==> src/rtl/multi_cyl_injection_ctrl.sv <==
// Multi-cylinder fuel injection controller: prime/run/stall FSM plus NUM_CYL independent pulse timers.
// Optional feature macro INJ_DEADTIME_EN: effective width = pulse_width + dead_time (saturating).
module multi_cyl_injection_ctrl #(
    parameter int NUM_CYL      = 4,
    parameter int PW_W         = 16,
    parameter int PRIME_CYCLES = 1000,
    parameter int STALL_CYCLES = 50000
) (
    input  logic                 clk,
    input  logic                 reset_n,
    input  logic                 on,
    input  logic [1:0]           stroke,
    input  logic                 crank_tick,
    input  logic [2*NUM_CYL-1:0] phase_offset,
    input  logic [PW_W-1:0]      pulse_width,
    input  logic [PW_W-1:0]      dead_time,
    output logic [NUM_CYL-1:0]   inj_out,
    output logic                 fuel_pump,
    output logic                 cal_injection,
    output logic                 update_table,
    output logic [NUM_CYL-1:0]   overrun,
    output logic                 stalled
);
    localparam int PC_W = $clog2(PRIME_CYCLES + 1);
    localparam int SC_W = $clog2(STALL_CYCLES + 1);

    typedef enum logic [1:0] {IDLE, PRIME, RUN, STALL} state_t;

    state_t             state_q, state_d;
    logic [PC_W-1:0]    prime_cnt_q, prime_cnt_d;
    logic [SC_W-1:0]    stall_cnt_q, stall_cnt_d;
    logic [1:0]         stroke_q;
    logic               fuel_pump_q, stalled_q, cal_injection_q, update_table_q;
    logic [NUM_CYL-1:0] overrun_q, overrun_d;
    logic [NUM_CYL-1:0] trig, chan_open;
    logic [PW_W-1:0]    eff_width;
    logic               stroke_edge, run_next;

`ifdef INJ_DEADTIME_EN
    logic [PW_W:0] width_sum;
    assign width_sum = {1'b0, pulse_width} + {1'b0, dead_time};
    assign eff_width = width_sum[PW_W] ? '1 : width_sum[PW_W-1:0];
`else
    logic dead_time_unused;
    assign dead_time_unused = ^dead_time;
    assign eff_width        = pulse_width;
`endif

    always_comb begin
        state_d     = state_q;
        prime_cnt_d = '0;
        stall_cnt_d = '0;
        if (!on) begin
            state_d = IDLE;
        end else begin
            case (state_q)
                IDLE:  state_d = PRIME;
                PRIME: begin
                    if (prime_cnt_q == PC_W'(PRIME_CYCLES - 1)) state_d = RUN;
                    else prime_cnt_d = prime_cnt_q + 1'b1;
                end
                RUN: begin
                    // stall_cnt counts consecutive tick-free RUN cycles
                    if (crank_tick) stall_cnt_d = '0;
                    else if (stall_cnt_q == SC_W'(STALL_CYCLES - 1)) state_d = STALL;
                    else stall_cnt_d = stall_cnt_q + 1'b1;
                end
                STALL: if (crank_tick) state_d = PRIME;
                default: state_d = IDLE;
            endcase
        end
    end

    assign stroke_edge = (stroke != stroke_q);
    assign run_next    = (state_d == RUN);

    for (genvar gi = 0; gi < NUM_CYL; gi++) begin : g_chan
        logic [1:0]      cyl_stroke;
        logic [PW_W-1:0] timer_q, timer_d;

        assign cyl_stroke    = stroke + phase_offset[2*gi +: 2];
        assign chan_open[gi] = (timer_q != '0);
        assign trig[gi]      = (state_q == RUN) && stroke_edge && (cyl_stroke == 2'b00);
        assign inj_out[gi]   = chan_open[gi];

        // Leaving RUN closes the channel on the same edge as the state change.
        always_comb begin
            timer_d = timer_q;
            if (!run_next)                      timer_d = '0;
            else if (trig[gi] && !chan_open[gi]) timer_d = eff_width;
            else if (chan_open[gi])             timer_d = timer_q - 1'b1;
        end

        always_ff @(posedge clk or negedge reset_n) begin
            if (!reset_n) timer_q <= '0;
            else          timer_q <= timer_d;
        end
    end

    always_comb begin
        overrun_d = overrun_q | (trig & chan_open);
        if (!on) overrun_d = '0;
    end

    always_ff @(posedge clk or negedge reset_n) begin
        if (!reset_n) begin
            state_q         <= IDLE;
            prime_cnt_q     <= '0;
            stall_cnt_q     <= '0;
            stroke_q        <= 2'b00;
            overrun_q       <= '0;
            fuel_pump_q     <= 1'b0;
            stalled_q       <= 1'b0;
            cal_injection_q <= 1'b0;
            update_table_q  <= 1'b0;
        end else begin
            state_q         <= state_d;
            prime_cnt_q     <= prime_cnt_d;
            stall_cnt_q     <= stall_cnt_d;
            stroke_q        <= stroke;
            overrun_q       <= overrun_d;
            fuel_pump_q     <= (state_d == PRIME) || (state_d == RUN);
            stalled_q       <= (state_d == STALL);
            cal_injection_q <= crank_tick && (stroke == 2'b00);
            update_table_q  <= crank_tick && (stroke == 2'b11);
        end
    end

    assign fuel_pump     = fuel_pump_q;
    assign stalled       = stalled_q;
    assign cal_injection = cal_injection_q;
    assign update_table  = update_table_q;
    assign overrun       = overrun_q;

endmodule

==> config.mk <==
export PLATFORM = sky130hd
export DESIGN_NAME = multi_cyl_injection_ctrl
export DESIGN_NICKNAME = d
export VERILOG_FILES = /design/src/rtl/multi_cyl_injection_ctrl.sv
export SDC_FILE = /design/constraint.sdc
export NUM_CORES = 1
export LEC_CHECK = 0
export BUFFER_PORTS_ARGS = -buffer_cell sky130_fd_sc_hd__buf_2
export CELL_PAD_IN_SITES_DETAIL_PLACEMENT = 1
export CELL_PAD_IN_SITES_GLOBAL_PLACEMENT = 1
export CORE_AREA = 10 10 205 130
export DETAILED_ROUTE_END_ITERATION = 8
export DIE_AREA = 0 0 215 140
export GPL_TIMING_DRIVEN = 0
export HOLD_SLACK_MARGIN = 0.1
export PLACE_DENSITY = 0.47
export SLEW_MARGIN = 20
export SYNTH_ARGS = -nofsm -noshare
export SYNTH_HDL_FRONTEND = slang
export SYNTH_SLANG_ARGS = --single-unit
==> constraint.sdc <==
create_clock -name clk -period 4.65 [get_ports clk]
set_input_delay 0.465 -clock clk [delete_from_list [all_inputs] [get_ports clk]]
set_output_delay 0.465 -clock clk [all_outputs]
set_load 0.02 [all_outputs]
# Word-level counts from Yosys, hierarchy flattened
# Index checks and enable logic that the tools add are counted.
totals:
  regBits: 102
  latchBits: 0
  ramBits: 0
  rom_bits: 0
  in_bits: 46
  output_inout_bits: 12
  elab_cells: 91
  mem_count: 0
classes:
  add_sub_neg: 10
  mul: 0
  div: 0
  n_lt_le_gt_ge: 0
  eq_ne: 14
  shift: 0
  n_mux: 26
  bitwise: 2
  n_reduce_logical: 26
op_table:
  columns: ["op", "n"]
  rows:
  - ["2-to-1 mux 16 bit", 16]
  - ["nonzero test 16 bit", 4]
  - ["subtractor 16 x 1 -> 16 bit, second input constant", 4]
  - ["2-to-1 mux 10 bit", 3]
  - ["adder 16 x 1 -> 16 bit, second input constant", 1]
  - ["== test 16 bit, second input constant", 1]
  - ["logical NOT 2 bit", 6]
  - ["inequality test 3 x 2 -> 1 bit, second input constant", 4]
  - ["logical AND 1 bit", 11]
  - ["adder 10 x 1 -> 10 bit, second input constant", 1]
  - ["== test 10 bit, second input constant", 1]
  - ["== test 2 bit, second input constant", 5]
  - ["2-to-1 mux 2 bit", 5]
  - ["adder 2 bit", 4]
  - ["one-hot mux 2 bit (4 select lines)", 1]
  - ["AND 4 bit", 1]
  - ["== test 2 x 1 -> 1 bit, second input constant", 2]
  - ["logical NOT 1 bit", 4]
  - ["2-to-1 mux 4 bit", 1]
  - ["bitwise OR 4 bit", 1]
  - ["inequality test 2 bit", 1]
  - ["logical OR 1 bit", 1]

# Logic depth before layout (Yosys ltp)
depth:
  depth_word: 7
  mapped_depth: 11
  mapped_depth_nobuf: 10

# Worst setup path before layout
# OpenSTA, ideal clock, no wires.
synth_path:
  path_kind: "register -> register"
  from: "register stall_cnt_q[4]"
  to: "register g_chan[0].timer_q[10]"
  setup_time_ps: 136
  arrival_time_ps: 2569
  t_required_ps: 4514
  slack_ps: 1945
  path_stages_with_launch: 11
  path_buffers: 2
  period_less_slack_ps: 2705
  cell_sequence: "dfrtp_1 or4b_2 nor4_1 nand2_1 o21ai_0 nand3b_1 ha_1 inv_1 clkbuf_1 clkbuf_1 nor3_1"
synth_via:
  elab_chain_cells: 7
  elab_cells_between_ends: 8
  cone_classes: "eq/ne: 3; mux: 5"
synth_rtl:
  columns: ["item", "line_no", "rtl"]
  rows:
  - ["start: declaration", "31", "logic [SC_W-1:0] stall_cnt_q, stall_cnt_d;"]
  - ["start signal: assignment", "119", "stall_cnt_q <= stall_cnt_d;"]
  - ["== test 16 bit (*)", "65", "else if (stall_cnt_q == SC_W'(STALL_CYCLES - 1)) state_d = STALL;"]
  - ["2-to-1 mux 2 bit (*)", "65", null]
  - ["2-to-1 mux 2 bit (*)", "64", "if (crank_tick) stall_cnt_d = '0;"]
  - ["one-hot mux 2 bit (4 select lines) (*)", "56", "case (state_q)"]
  - ["2-to-1 mux 2 bit (*)", "53", "if (!on) begin"]
  - ["== test 2 bit (*)", "75", "assign run_next = (state_d == RUN);"]
  - ["inequality test 3 x 2 -> 1 bit (no source line) / 2-to-1 mux 16 bit (equally long branches)", null, null]
  - ["end signal: assignment", "96", "else timer_q <= timer_d;"]
  - ["end: declaration", "79", "logic [PW_W-1:0] timer_q, timer_d;"]
# Every way passes the cells marked *; elsewhere a longest branch is shown, timed or not.
# A chain may end at the register's enable or synchronous reset.

# Final worst setup path
layout_path:
  from: "register stall_cnt_q[4]"
  to: "register g_chan[3].timer_q[12]"
layout_via:
  elab_chain_cells: 7
  elab_cells_between_ends: 8
  cone_classes: "eq/ne: 3; mux: 5"
layout_rtl:
  columns: ["item", "line_no"]
  rows:
  - ["== test 16 bit (*)", "65"]
  - ["2-to-1 mux 2 bit (*)", "65"]
  - ["2-to-1 mux 2 bit (*)", "64"]
  - ["one-hot mux 2 bit (4 select lines) (*)", "56"]
  - ["2-to-1 mux 2 bit (*)", "53"]
  - ["== test 2 bit (*)", "75"]
  - ["inequality test 3 x 2 -> 1 bit (no source line) / 2-to-1 mux 16 bit (equally long branches)", null]
  - ["end signal: assignment", "96"]
  - ["end: declaration", "79"]
# Marks and branches as above.

==> results.ini <==
[routing]
route.detailed.drc=0
viasPerCell=4.82
ant_nets=0
via_count=4604
first_iter_violations=272
wl_per_cell_um=19.6
drtPass1Iterations=4
drt-total-wl_um=18800

[grt]
grt_pass1_wl_um=29700
grt_pass1_vias=4817
grt.total_usage_pct=12.7
antenna_found_initial=0
globalRouteOverflowTotal=0
grt_max_degree=55

[cts]
cts_resized=0
clockBufferDepth=2
cts-root-buf=clkbuf_16
cts_inserted_buffers=9
htree_levels=3
clk_latency_ps=370
cts_sinks=102
cts_tree=yes
clk_pin_slew_ps=70

[synth]
yosysMostFrequentCell=dfrtp_1
syn_nets=641
seq_area_frac_synth_pct=45.4
syn_inst=583
synth.area.top_cells=dfrtp_1 45%, xnor2_1 6.2%, xor2_1 4.8%, a21oi_1 4.6%, nor2_1 4.3%
ys.flop_type=dfrtp_1
yosysTopAreaCell=dfrtp_1
synth_commonest_cells=102 x dfrtp_1, 64 x nor2_1, 52 x a21oi_1
synth-seq-cells=102
netlist_area_mm2=0.00562
yosysUniqueCellTypes=53
synth_top_cell_area_share_pct=45.4
synth_edf_count=0
async_flop_share_pct=100
syn_avg_cell_area_um2=9.63
yosys_warnings=0

[sta]
final.setup.tns_ps=0
setup_viol=0
fin_skew_ps=15.1
finalCritPeriodShare_pct=84.4
min_period_ps=3930
hold_viol=0
fmax_mhz=255
whs_ps=237
rsz0062_at_grt=false
max_slew_margin_pct=31.4
tightestPinTransition_ps=1020
drv_slew=0
fin_ws_ps=723

[die]
die_w_um=215
initial_core_util_pct=24.7
die_y_um=140
core_mm2=0.0228
fp-row-count=43
boundaryPins=58
die_area_mm2=0.0301

[power_and_ir_drop]
power.switching_uw=437
power.share.switching_pct=25.4
power_density_mw_per_mm2=264
seqPwrFrac_pct=51.7
p_leak_uw=0.00295
power_frac_comb_pct=5.5
p_int_uw=1290
ir_drop_v=0.000120
clkPwrFrac_pct=42.7

[placement]
dpl.cell_count=939
dpl_cell_area_mm2=0.00624
hpwl_um=13900
preCtsSetupSlack_ps=740
gp_congestion=0.796
port_buffers=40

[run_status]
status=finished clean

[critical_path]
reg2reg_depth=10
path_class=flip-flop to flip-flop
end_kind=flip-flop
cp-start-kind=flip-flop
crit_fanout=10
worst_ep_required_time_ps=4850
cp.arrival_ps=4130

[final_layout]
area_growth_pct=16.1
drive_gt1_share_pct=12.6
fin_nets=694
final.fill_count=2613
final_cells=956
diodes=0
final_area_mm2=0.00652

[worst_hold_path]
hold_class=input port to flip-flop
hold_depth=1

[flow_run]
maxCapViolCount=0

-- kinds of logic after synthesis --
| family | Yosys count | synth area share (%) |
|---|---|---|
| simple gates | 252 | 23.6 |
| flops | 102 | 45.4 |
| compound gates | 100 | 12.2 |
| xor+xnor | 75 | 12.8 |
| buf+inv | 40 | 2.90 |
| fa+ha+maj | 12 | 2.67 |
| mux | 2 | 0.356 |
-- what timing repair did --
item / 4_1_cts / 5_1_grt
hold endpoints to repair: 20 / 0
setup endpoints to repair: 0 / 0
hold buffers: 1 / 0
buffers inserted: 0 / 0
-- registers in the layout (all words and copies together) (netlist names) --
name            flops
g_chan.timer_q     64
stall_cnt_q        16
prime_cnt_q        10
overrun             4
state_q             2
stroke_q            2
cal_injection       1
fuel_pump           1
stalled             1
update_table        1
-- per-layer routing --
metal / vias up / global-route usage [%] / part of all wire, % / routed length [um]
li1: 2189 / - / - / -
met1: 2335 / 17.9 / 50 / 9350
met2: 59 / 19.3 / 44 / 8240
met3: 21 / 2.34 / 4.6 / 857
met4: 0 / 3.69 / 1.7 / 322
met5: - / 0 / 0 / 0
-- final cells by class --
class	count	area [um2]	area share, %
Clock buffer	11	233	3.57
Sequential cell	102	2550	39.1
Inverter	19	71.3	1.09
Timing Repair Buffer	42	244	3.74
Tap cell	315	394	6.04
Buffer	21	91.3	1.40
Multi-Input combinational cell	441	2900	44.5
Clock inverter	5	35.0	0.537
-- power by group through the flow --
stage               logic (uW)  clock network [uW]  registers [uW]
global placement          94.3                   0             909
CTS                       99.9                 762             891
detailed placement        98.9                   0             909
finish                    95.6                 737             891
floorplan                 34.2                   0             910
global route               105                 794             892
-- worst max-delay path: stages (launching register included) --
cell      delay, ps
dfrtp_1         430
or4b_2          670
nor4_1          380
nand2_1         140
o21ai_0         250
nand3b_1        120
ha_1            320
inv_1           100
clkbuf_1        600
clkbuf_1        600
nor3_1          150
-- cells in the final DEF, fill, tap and decap left out, types with 6 or more instances in the layout --
| cell | count |
|---|---|
| xnor2_1 | 40 |
| nor2_1 | 64 |
| nand4_1 | 9 |
| nand2_1 | 51 |
| a21oi_1 | 52 |
| clkbuf_1 | 13 |
| dfrtp_1 | 102 |
| nand3_1 | 20 |
| or3_1 | 6 |
| xor2_1 | 31 |
| clkbuf_16 | 9 |
| nor4_1 | 14 |
| nor2b_1 | 6 |
| o32ai_1 | 11 |
| o21ai_0 | 8 |
| buf_2 | 49 |
| inv_1 | 17 |
| and3_1 | 6 |
| ha_1 | 12 |
| nor3_1 | 38 |
| a221oi_1 | 6 |
-- metrics by stage --
stage / utilization (%) / total power [uW]
after floorplan: - / 944
after global placement: 27.3 / 1000
after detailed placement: 27.4 / 1010
after CTS: 28.7 / 1750
after global routing: 28.7 / 1790
final: 28.7 / 1720
-- worst paths after layout --
check                                          from                                 to  slack [ps]
max                        stall_cnt_q[4]$_DFF_PN0_  g_chan[3].timer_q[12]$_DFFE_PN0P_         720
min                                       stroke[1]              stroke_q[1]$_DFF_PN0_         240
max reg2reg                stall_cnt_q[4]$_DFF_PN0_  g_chan[3].timer_q[12]$_DFFE_PN0P_         720
min reg2reg                prime_cnt_q[0]$_DFF_PN0_           prime_cnt_q[0]$_DFF_PN0_         470
max in group asynchronous                   reset_n  g_chan[3].timer_q[14]$_DFFE_PN0P_        3340
min in group asynchronous                   reset_n           prime_cnt_q[5]$_DFF_PN0_         640
No activity file was read; power rests on OpenSTA's default activity.
